**src/rtl/wc_pin_bridge_if.sv**
```systemverilog
// ---------------------------------------------------------------------------
// wc_pin_bridge_if
// Bundles the signals between the pad ring, the Winograd core and the
// pin bridge.
//   slave  modport : bridge side (receives pad beats and core results,
//                    drives core words, pad beats and status)
//   master modport : pad/core side, the mirror image of slave
// Signals:
//   pin_d/pin_d_vld        narrow input beat from pads
//   loopback               quasi-static loopback select
//   core_d/core_d_vld      assembled word to core, one-cycle strobe
//   core_z/core_z_vld      core result word offered to the output FIFO
//   core_z_rdy             output FIFO can take core_z
//   pin_z/pin_z_vld        narrow output beat to pads
//   lb_ovf                 sticky loopback-overflow flag
// ---------------------------------------------------------------------------
interface wc_pin_bridge_if #(
    parameter int PIN_W      = 10,
    parameter int CORE_IN_W  = 40,
    parameter int CORE_OUT_W = 40
);
    logic [PIN_W-1:0]      pin_d;
    logic                  pin_d_vld;
    logic                  loopback;
    logic [CORE_IN_W-1:0]  core_d;
    logic                  core_d_vld;
    logic [CORE_OUT_W-1:0] core_z;
    logic                  core_z_vld;
    logic                  core_z_rdy;
    logic [PIN_W-1:0]      pin_z;
    logic                  pin_z_vld;
    logic                  lb_ovf;

    modport slave (
        input  pin_d, pin_d_vld, loopback, core_z, core_z_vld,
        output core_d, core_d_vld, core_z_rdy, pin_z, pin_z_vld, lb_ovf
    );

    modport master (
        output pin_d, pin_d_vld, loopback, core_z, core_z_vld,
        input  core_d, core_d_vld, core_z_rdy, pin_z, pin_z_vld, lb_ovf
    );
endinterface

```
**src/rtl/wc_pin_bridge.sv**
```systemverilog
// ---------------------------------------------------------------------------
// wc_pin_bridge
// Pin-side bridge for the Winograd convolution core. Narrow pad beats are
// assembled into full-width core input words (first beat in the LSBs);
// full-width core result words are queued in a small FIFO and serialised
// back onto the narrow output pads, LSB beat first. In loopback mode the
// assembled words go straight into the output FIFO instead of the core.
// Ports:
//   clk   single clock
//   rst   asynchronous active-high reset
//   bus   wc_pin_bridge_if.slave (pad beats, core words, status)
// ---------------------------------------------------------------------------
module wc_pin_bridge #(
    parameter int PIN_W      = 10,
    parameter int CORE_IN_W  = 40,
    parameter int CORE_OUT_W = 40,
    parameter int OUT_DEPTH  = 4
) (
    input  logic           clk,
    input  logic           rst,
    wc_pin_bridge_if.slave bus
);
    localparam int IN_BEATS  = CORE_IN_W / PIN_W;
    localparam int OUT_BEATS = CORE_OUT_W / PIN_W;
    localparam int IC_W      = (IN_BEATS > 1) ? $clog2(IN_BEATS) : 1;
    localparam int OC_W      = (OUT_BEATS > 1) ? $clog2(OUT_BEATS) : 1;
    localparam int AW        = $clog2(OUT_DEPTH);
    // Loopback only makes sense when an assembled word fits a FIFO entry.
    localparam bit LB_OK     = (CORE_IN_W == CORE_OUT_W);

    localparam logic [IC_W-1:0] IN_LAST = IC_W'(IN_BEATS - 1);
    localparam logic [IC_W-1:0] IC_ONE  = IC_W'(1);
    localparam logic [OC_W-1:0] OUT_LAST = OC_W'(OUT_BEATS - 1);
    localparam logic [OC_W-1:0] OC_ONE  = OC_W'(1);
    localparam logic [AW-1:0]   PTR_ONE = AW'(1);
    localparam logic [AW:0]     CNT_ONE = (AW + 1)'(1);
    localparam logic [AW:0]     DEPTH_C = (AW + 1)'(OUT_DEPTH);

    localparam logic [0:0] S_IDLE = 1'b0;
    localparam logic [0:0] S_SEND = 1'b1;

    // ------------------------------------------------------------------
    // Input assembler
    // ------------------------------------------------------------------
    logic [IC_W-1:0]      in_cnt_q, in_cnt_d;
    logic [CORE_IN_W-1:0] asm_q, asm_word;
    logic [CORE_IN_W-1:0] core_d_q, core_d_d;
    logic                 core_d_vld_q, core_d_vld_d;
    logic                 in_last, lb_mode, lb_push;

    assign lb_mode = LB_OK & bus.loopback;
    assign in_last = bus.pin_d_vld && (in_cnt_q == IN_LAST);
    assign lb_push = in_last && lb_mode;

    // Current partial word with the incoming beat merged in, so the last
    // beat can be issued in the same edge it is sampled.
    always_comb begin
        asm_word = asm_q;
        for (int k = 0; k < IN_BEATS; k++) begin
            if (in_cnt_q == IC_W'(k)) begin
                asm_word[k*PIN_W +: PIN_W] = bus.pin_d;
            end
        end
    end

    always_comb begin
        in_cnt_d     = in_cnt_q;
        core_d_d     = core_d_q;
        core_d_vld_d = 1'b0;
        if (bus.pin_d_vld) begin
            in_cnt_d = in_last ? '0 : (in_cnt_q + IC_ONE);
        end
        if (in_last && !lb_mode) begin
            core_d_d     = asm_word;
            core_d_vld_d = 1'b1;
        end
    end

    always_ff @(posedge clk or posedge rst) begin
        if (rst) begin
            in_cnt_q     <= '0;
            core_d_q     <= '0;
            core_d_vld_q <= 1'b0;
        end else begin
            in_cnt_q     <= in_cnt_d;
            core_d_q     <= core_d_d;
            core_d_vld_q <= core_d_vld_d;
        end
    end

    // Partial-word storage needs no reset: every beat position is rewritten
    // before the counter can reach the last beat again.
    always_ff @(posedge clk) begin
        if (bus.pin_d_vld) begin
            asm_q <= asm_word;
        end
    end

    // ------------------------------------------------------------------
    // Output FIFO
    // ------------------------------------------------------------------
    logic [CORE_OUT_W-1:0] mem_q [OUT_DEPTH];
    logic [AW-1:0]         wr_ptr_q, wr_ptr_d, rd_ptr_q, rd_ptr_d;
    logic [AW:0]           count_q, count_d;
    logic                  full, empty, z_rdy, core_push, push, pop;
    logic                  lb_ovf_q, lb_ovf_d;
    logic [CORE_OUT_W-1:0] push_word, head;

    assign full      = (count_q == DEPTH_C);
    assign empty     = (count_q == '0);
    // Derived from the registered count: a pop frees its slot next cycle.
    assign z_rdy     = !full && !lb_mode;
    assign core_push = bus.core_z_vld && z_rdy;
    assign push      = core_push || (lb_push && !full);
    assign push_word = lb_mode ? CORE_OUT_W'(asm_word) : bus.core_z;
    assign head      = mem_q[rd_ptr_q];

    always_comb begin
        wr_ptr_d = push ? (wr_ptr_q + PTR_ONE) : wr_ptr_q;
        rd_ptr_d = pop  ? (rd_ptr_q + PTR_ONE) : rd_ptr_q;
        count_d  = count_q;
        case ({push, pop})
            2'b10:   count_d = count_q + CNT_ONE;
            2'b01:   count_d = count_q - CNT_ONE;
            default: count_d = count_q;
        endcase
        lb_ovf_d = lb_ovf_q || (lb_push && full);
    end

    always_ff @(posedge clk or posedge rst) begin
        if (rst) begin
            wr_ptr_q <= '0;
            rd_ptr_q <= '0;
            count_q  <= '0;
            lb_ovf_q <= 1'b0;
        end else begin
            wr_ptr_q <= wr_ptr_d;
            rd_ptr_q <= rd_ptr_d;
            count_q  <= count_d;
            lb_ovf_q <= lb_ovf_d;
        end
    end

    always_ff @(posedge clk) begin
        if (push) begin
            mem_q[wr_ptr_q] <= push_word;
        end
    end

    // ------------------------------------------------------------------
    // Output serialiser
    // ------------------------------------------------------------------
    logic [0:0]            state_q, state_d;
    logic [OC_W-1:0]       beat_q, beat_d;
    logic [PIN_W-1:0]      pin_z_q, pin_z_d;
    logic [CORE_OUT_W-1:0] sh_q, sh_d;

    // Pop when idle, or on the last beat so the next word follows gaplessly.
    assign pop = !empty && ((state_q == S_IDLE) || (beat_q == OUT_LAST));

    always_comb begin
        state_d = state_q;
        beat_d  = beat_q;
        pin_z_d = pin_z_q;
        sh_d    = sh_q;
        if (pop) begin
            state_d = S_SEND;
            beat_d  = '0;
            pin_z_d = head[PIN_W-1:0];
            sh_d    = head >> PIN_W;
        end else if (state_q == S_SEND) begin
            if (beat_q == OUT_LAST) begin
                state_d = S_IDLE;
                pin_z_d = '0;
            end else begin
                beat_d  = beat_q + OC_ONE;
                pin_z_d = sh_q[PIN_W-1:0];
                sh_d    = sh_q >> PIN_W;
            end
        end
    end

    always_ff @(posedge clk or posedge rst) begin
        if (rst) begin
            state_q <= S_IDLE;
            beat_q  <= '0;
            pin_z_q <= '0;
        end else begin
            state_q <= state_d;
            beat_q  <= beat_d;
            pin_z_q <= pin_z_d;
        end
    end

    // Remaining beats of the word in flight; only read while in SEND.
    always_ff @(posedge clk) begin
        sh_q <= sh_d;
    end

    assign bus.core_d     = core_d_q;
    assign bus.core_d_vld = core_d_vld_q;
    assign bus.core_z_rdy = z_rdy;
    assign bus.pin_z      = pin_z_q;
    assign bus.pin_z_vld  = (state_q == S_SEND);
    assign bus.lb_ovf     = lb_ovf_q;
endmodule

```
**src/flat_wrapper.sv**
```systemverilog
// flat-port wrapper written by rule: the top's interface ports become plain ports
module wc_pin_bridge_flat 
#(
    parameter int PIN_W      = 10,
    parameter int CORE_IN_W  = 40,
    parameter int CORE_OUT_W = 40,
    parameter int OUT_DEPTH  = 4
)
  (clk, rst, bus_pin_d, bus_pin_d_vld, bus_loopback, bus_core_z, bus_core_z_vld, bus_core_d, bus_core_d_vld, bus_core_z_rdy, bus_pin_z, bus_pin_z_vld, bus_lb_ovf);
  wc_pin_bridge_if #(.PIN_W(PIN_W), .CORE_IN_W(CORE_IN_W), .CORE_OUT_W(CORE_OUT_W)) bus_i ();
  input  logic clk;
  input  logic rst;
  input wire logic [$bits(bus_i.pin_d)-1:0] bus_pin_d;
  input wire logic [$bits(bus_i.pin_d_vld)-1:0] bus_pin_d_vld;
  input wire logic [$bits(bus_i.loopback)-1:0] bus_loopback;
  input wire logic [$bits(bus_i.core_z)-1:0] bus_core_z;
  input wire logic [$bits(bus_i.core_z_vld)-1:0] bus_core_z_vld;
  output wire logic [$bits(bus_i.core_d)-1:0] bus_core_d;
  output wire logic [$bits(bus_i.core_d_vld)-1:0] bus_core_d_vld;
  output wire logic [$bits(bus_i.core_z_rdy)-1:0] bus_core_z_rdy;
  output wire logic [$bits(bus_i.pin_z)-1:0] bus_pin_z;
  output wire logic [$bits(bus_i.pin_z_vld)-1:0] bus_pin_z_vld;
  output wire logic [$bits(bus_i.lb_ovf)-1:0] bus_lb_ovf;
  assign bus_i.pin_d = bus_pin_d;
  assign bus_i.pin_d_vld = bus_pin_d_vld;
  assign bus_i.loopback = bus_loopback;
  assign bus_i.core_z = bus_core_z;
  assign bus_i.core_z_vld = bus_core_z_vld;
  assign bus_core_d = bus_i.core_d;
  assign bus_core_d_vld = bus_i.core_d_vld;
  assign bus_core_z_rdy = bus_i.core_z_rdy;
  assign bus_pin_z = bus_i.pin_z;
  assign bus_pin_z_vld = bus_i.pin_z_vld;
  assign bus_lb_ovf = bus_i.lb_ovf;
  wc_pin_bridge #(.PIN_W(PIN_W), .CORE_IN_W(CORE_IN_W), .CORE_OUT_W(CORE_OUT_W), .OUT_DEPTH(OUT_DEPTH)) u_core (.clk(clk), .rst(rst), .bus(bus_i));
endmodule
```
**config.mk**
```make
export PLATFORM = sky130hd
export DESIGN_NAME = wc_pin_bridge_flat
export DESIGN_NICKNAME = d
export VERILOG_FILES = /design/src/rtl/wc_pin_bridge_if.sv /design/src/rtl/wc_pin_bridge.sv /design/src/flat_wrapper.sv
export SDC_FILE = /design/constraint.sdc
export NUM_CORES = 1
export LEC_CHECK = 0
export ABC_AREA = 1
export CAP_MARGIN = 20
export CORE_ASPECT_RATIO = 1.2
export CORE_MARGIN = 4
export CORE_UTILIZATION = 62
export CTS_CLUSTER_DIAMETER = 150
export DETAILED_ROUTE_END_ITERATION = 7
export HOLD_SLACK_MARGIN = 0.1
export MAX_ROUTING_LAYER = met4
export PLACE_DENSITY = 0.95
export SYNTH_ARGS = -nofsm -noshare
export SYNTH_HDL_FRONTEND = slang
export SYNTH_SLANG_ARGS = --single-unit
```
**constraint.sdc**
```tcl
create_clock -name clk -period 4.71 [get_ports clk]
set_input_delay 0.7065 -clock clk [delete_from_list [all_inputs] [get_ports clk]]
set_output_delay 0.7065 -clock clk [all_outputs]
set_load 0.05 [all_outputs]
```
==> impl.org <==
** Floorplan
- DIE AREA :: 22,600 um2
- Core Area :: 19,800 um2
- Rows :: 56
- Once the floorplan was initialized, standard cells occupied 63.6% of the core.
- The die is 138 um wide.
- Top-Level Pins :: 109
- The die is 164 um tall.

** Pwr
- For this design the ratio of total power to cell area is 680 nW/um2.
- Leakage power summed over all cells :: 6.26 nW
- VDD IR max :: 0.000494 V
- The completed layout was analyzed and its total power is 9.99 mW.

** Yosys
- Complex-gate fraction of the synthesized area :: 4.88%
- By area the synthesized netlist is led by edfxtp_1, nand2_1, dfrtp_1.
- Summing the areas of all fa, ha and maj instances in the mapped netlist gives 1.16% of the synthesized area.
- Sequential share of the synthesized area :: 67.7%
- Average size of a mapped cell :: 10.1 um2
- For this run, the number of Yosys warnings is 0.
- Synthesized instance count :: 1,243
- Synthesis produced a netlist with a net count of 1,309.
- Netlist area before placement :: 12,600 um2
- The largest total area in the synthesized netlist belongs to edfxtp_1.
- The portion of synthesized area spent on multiplexers is 0.0896%.
- By area, the combinational part of the netlist is dominated by simple AND/OR/NAND/NOR gates.
- Xor and xnor fraction of the mapped netlist area :: 0.279%
- Number of library cell types mapped by synthesis :: 28
- Of the total synthesized cell area, the portion taken by AND, OR, NAND and NOR gates is 20.2%.
- Of the post-synthesis cell area, the dominant cell type holds 55.0%.
- Post-synthesis register bit count :: 294

** Clock network
- Number of buffers added by the clock tree synthesis step :: 27
- Clock tree from TritonCTS :: done
- Clock-pin slew was measured on the worst setup and hold paths at 0.07 ns.
- Setup repair bufs after CTS :: 0
- Root buf cell :: clkbuf_16
- In this run the number of H-tree levels came out at 1.
- Clock tree synthesis found a total of 294 sinks.
- The clock passes through at most 3 buffers.
- Resized cells post-CTS :: 0
- Skew-Pair Late Insertion Delay :: 0.54 ns
- Hold Buf Count CTS :: 0

** Worst setup path
- Class of the most critical setup path :: flip-flop to output pin
- Nature of the critical path endpoint :: output pin
- FF-to-FF setup slack :: 1.51 ns
- Reg2reg path depth :: 10
- Along the worst path, the maximum fanout reaches 12.
- In this design, the stage delay of the slowest critical-path cell is 0.76 ns.
- List of cells traversed by the critical path :: nor2_1, a21oi_1, clkdlybuf4s50_1
- STA classifies the critical path startpoint as a flip-flop.
- CP arrival :: 2.61 ns
- Data required time of the worst path :: 4.00 ns
- The slowest stage of the critical path is the clkdlybuf4s50_1 cell.
- Launching point of the worst reg2reg path :: u_core.count_q[0]$_DFFE_PP0P_
- In this run the critical register-to-register path is captured at u_core.count_q[2]$_DFFE_PP0P_.

** Place
- Prior to clock tree synthesis, the placed netlist has a worst setup slack of 1.54 ns.
- In this run the tool buffered the top-level ports with 108 buffer cells.
- GP Congestion :: 0.906
- DPL Wire Length :: 20.6 mm
- Once placement finished, the instance area stood at 13,800 um2.
- The number of placed instances, taps included, is 1,563.

** Global route
- Largest net degree at the start of global routing :: 122
- For this run, the total global-route usage over all layers was measured as 31.0%.
- Initial antenna violation count :: 0
- After global routing the overflow that remains totals 0.
- Global-route wire length before repair :: 52.0 mm
- The number of global-route vias before repair was 9,658.

** Drt
- Number of DRC markers after the initial detailed-route iteration :: 1,249
- Vias per cell :: 5.96
- DR DRC count :: 0
- Before antenna repair, the detailed router went through 6 iterations.
- Sum of routed wire length over all layers :: 33.3 mm
- Dividing the detail-routed wire length by the instance count gives 20.6 um.
- Antenna-violating nets left :: 0
- Detailed-route via count :: 9,619

** Hold path
- The worst hold path begins at u_core.sh_q[4]$_DFFE_PP_.
- The worst hold path passes through 2 cells.
- WHS Endpoint :: u_core.bus.pin_z[4]$_DFFE_PP0P_
- Path class of the lowest-slack min-delay path :: flip-flop to flip-flop

** STA
- Slew at the pin closest to its max-slew limit :: 1.09 ns
- Post-route clock skew :: 0.0162 ns
- The max-slew violation count was 0.
- Setup slack on the critical path of the routed design comes to 1.39 ns.
- The number of failing hold endpoints at the final stage was 0.
- The clock period could shrink to 3.32 ns.
- After layout, the worst path uses 70.4% of the clock period.
- Setup repair after global routing left no endpoint under its margin.
- Setup violations remaining at the end of the flow were counted as 0.
- In the final timing run, aggregate negative setup slack is 0 ns.
- Post-route worst hold slack :: 0.515 ns
- Fmax :: 302 MHz
- The worst pin sits at a relative slew slack of 27.1%.

** Layout
- Combined flip-flop and latch cell area :: 8510 um2
- Finished Cell Area :: 14,700 um2
- Multi-input logic area :: 3380 um2
- Antenna cells :: 0
- Net count, final :: 1,399
- Layout filler cell count :: 1,149
- Compared with the post-synthesis result, the final layout area differs by 16.9%.
- Excluding fillers, the count of instances in the completed layout stands at 1,614.
- Cells fill 74.3% of the core in the end.
- In the final layout, the share of cells above drive strength 1 is 5.54%.

** Status
- Result of the run :: finished, final reports clean

** Job
- Max cap viols :: 0
-- critical path: cells and delay by family (launching register included) --
family          cells  cell delay (ns)
flops               1             0.44
compound gates      1             0.21
simple gates        1             0.66
buf+inv             1             0.76
-- kinds of logic (layout without fill, tap and decap cells) --
group           count (synthesis)  after routing
buf+inv                       166            276
compound gates                117            117
fa+ha+maj                      11             11
xor+xnor                        4              4
mux                             1              1
simple gates                  650            650
flops                         294            294
-- state kept, by name, summed over array words and instances (netlist names) --
register               count
u_core.asm_q              40
u_core.beat_q              2
u_core.bus.core_d         40
u_core.bus.core_d_vld      1
u_core.bus.lb_ovf          1
u_core.bus.pin_z          10
u_core.bus.pin_z_vld       1
u_core.count_q             3
u_core.in_cnt_q            2
u_core.mem_q             160
u_core.rd_ptr_q            2
u_core.sh_q               30
u_core.wr_ptr_q            2
-- power by group --
group	internal, mW	leakage, nW	switching, mW	total (mW)
combinational	1.10	2.85	2.77	3.87
sequential	3.64	3.00	0.359	4.00
clock	1.17	0.414	0.951	2.12
-- Yosys cell counts, drive strengths merged --
| master | number |
|---|---|
| nand2 | 450 |
| edfxtp | 230 |
| nor2 | 151 |
| inv | 102 |
| o21ai | 83 |
| dfrtp | 64 |
| buf | 40 |
| nand3 | 40 |
| clkbuf | 24 |
| a31oi | 20 |
| a21oi | 13 |
| ha | 10 |
| nand4 | 9 |
| xor2 | 3 |
| fa | 1 |
| mux2 | 1 |
| o21bai | 1 |
| xnor2 | 1 |
-- per-layer routing --
layer,up-vias,track usage (%),part of all wire [%]
met5,-,-,0
met4,0,16.1,5.6
met3,155,4.47,11
met2,788,50.6,50
met1,4460,37.8,34
li1,4216,-,-
-- how the worst max path moves through the flow --
stage                                       start  slack [ns]  cells after the start                       endpoint
finish              u_core.count_q[0]$_DFFE_PP0P_        1.39                      3                 bus_core_z_rdy
global route        u_core.count_q[0]$_DFFE_PP0P_        1.25                     10  u_core.count_q[2]$_DFFE_PP0P_
CTS                 u_core.count_q[0]$_DFFE_PP0P_        1.38                      3                 bus_core_z_rdy
detailed placement                   bus_loopback        1.54                      8  u_core.mem_q[0][23]$_DFFE_PP_
global placement                     bus_loopback        1.71                      8  u_core.mem_q[0][20]$_DFFE_PP_
floorplan                            bus_loopback        1.41                      6   u_core.mem_q[0][0]$_DFFE_PP_
-- layout by cell type, fill, tap and decap left out --
cell type	synthesis	final
buf_2	25	2
clkinv_1	0	3
buf_16	0	2
o21ai_1	4	4
clkinvlp_4	0	2
inv_1	99	98
clkbuf_16	0	27
nand2_2	1	1
nor2_8	1	1
fa_1	1	1
dfrtp_4	0	1
buf_4	8	15
ha_1	10	10
dfrtp_2	0	1
o21bai_1	1	1
nand2_1	448	448
a31oi_1	20	20
dfrtp_1	64	62
xor2_1	3	3
inv_2	1	2
nor2_1	149	145
o21ai_0	79	79
clkdlybuf4s50_1	0	106
a21oi_1	13	13
clkbuf_1	24	5
clkbuf_8	0	4
inv_4	2	2
nand4_1	9	9
nand3_1	40	40
clkinv_2	0	7
xnor2_1	1	1
bufinv_16	0	1
edfxtp_1	230	230
nand2_4	1	1
nor2_4	0	5
mux2_2	1	1
-- area by class of cell --
type | instances | share of cell area [%]
flip-flops and latches | 294 | 58.0
multi-input cells | 783 | 23.0
repair buffers | 125 | 8.43
clock buffers | 36 | 5.10
inverters | 102 | 2.64
well taps | 261 | 2.22
clock inverters | 13 | 0.622
No activity file was read; power rests on OpenSTA's default activity.
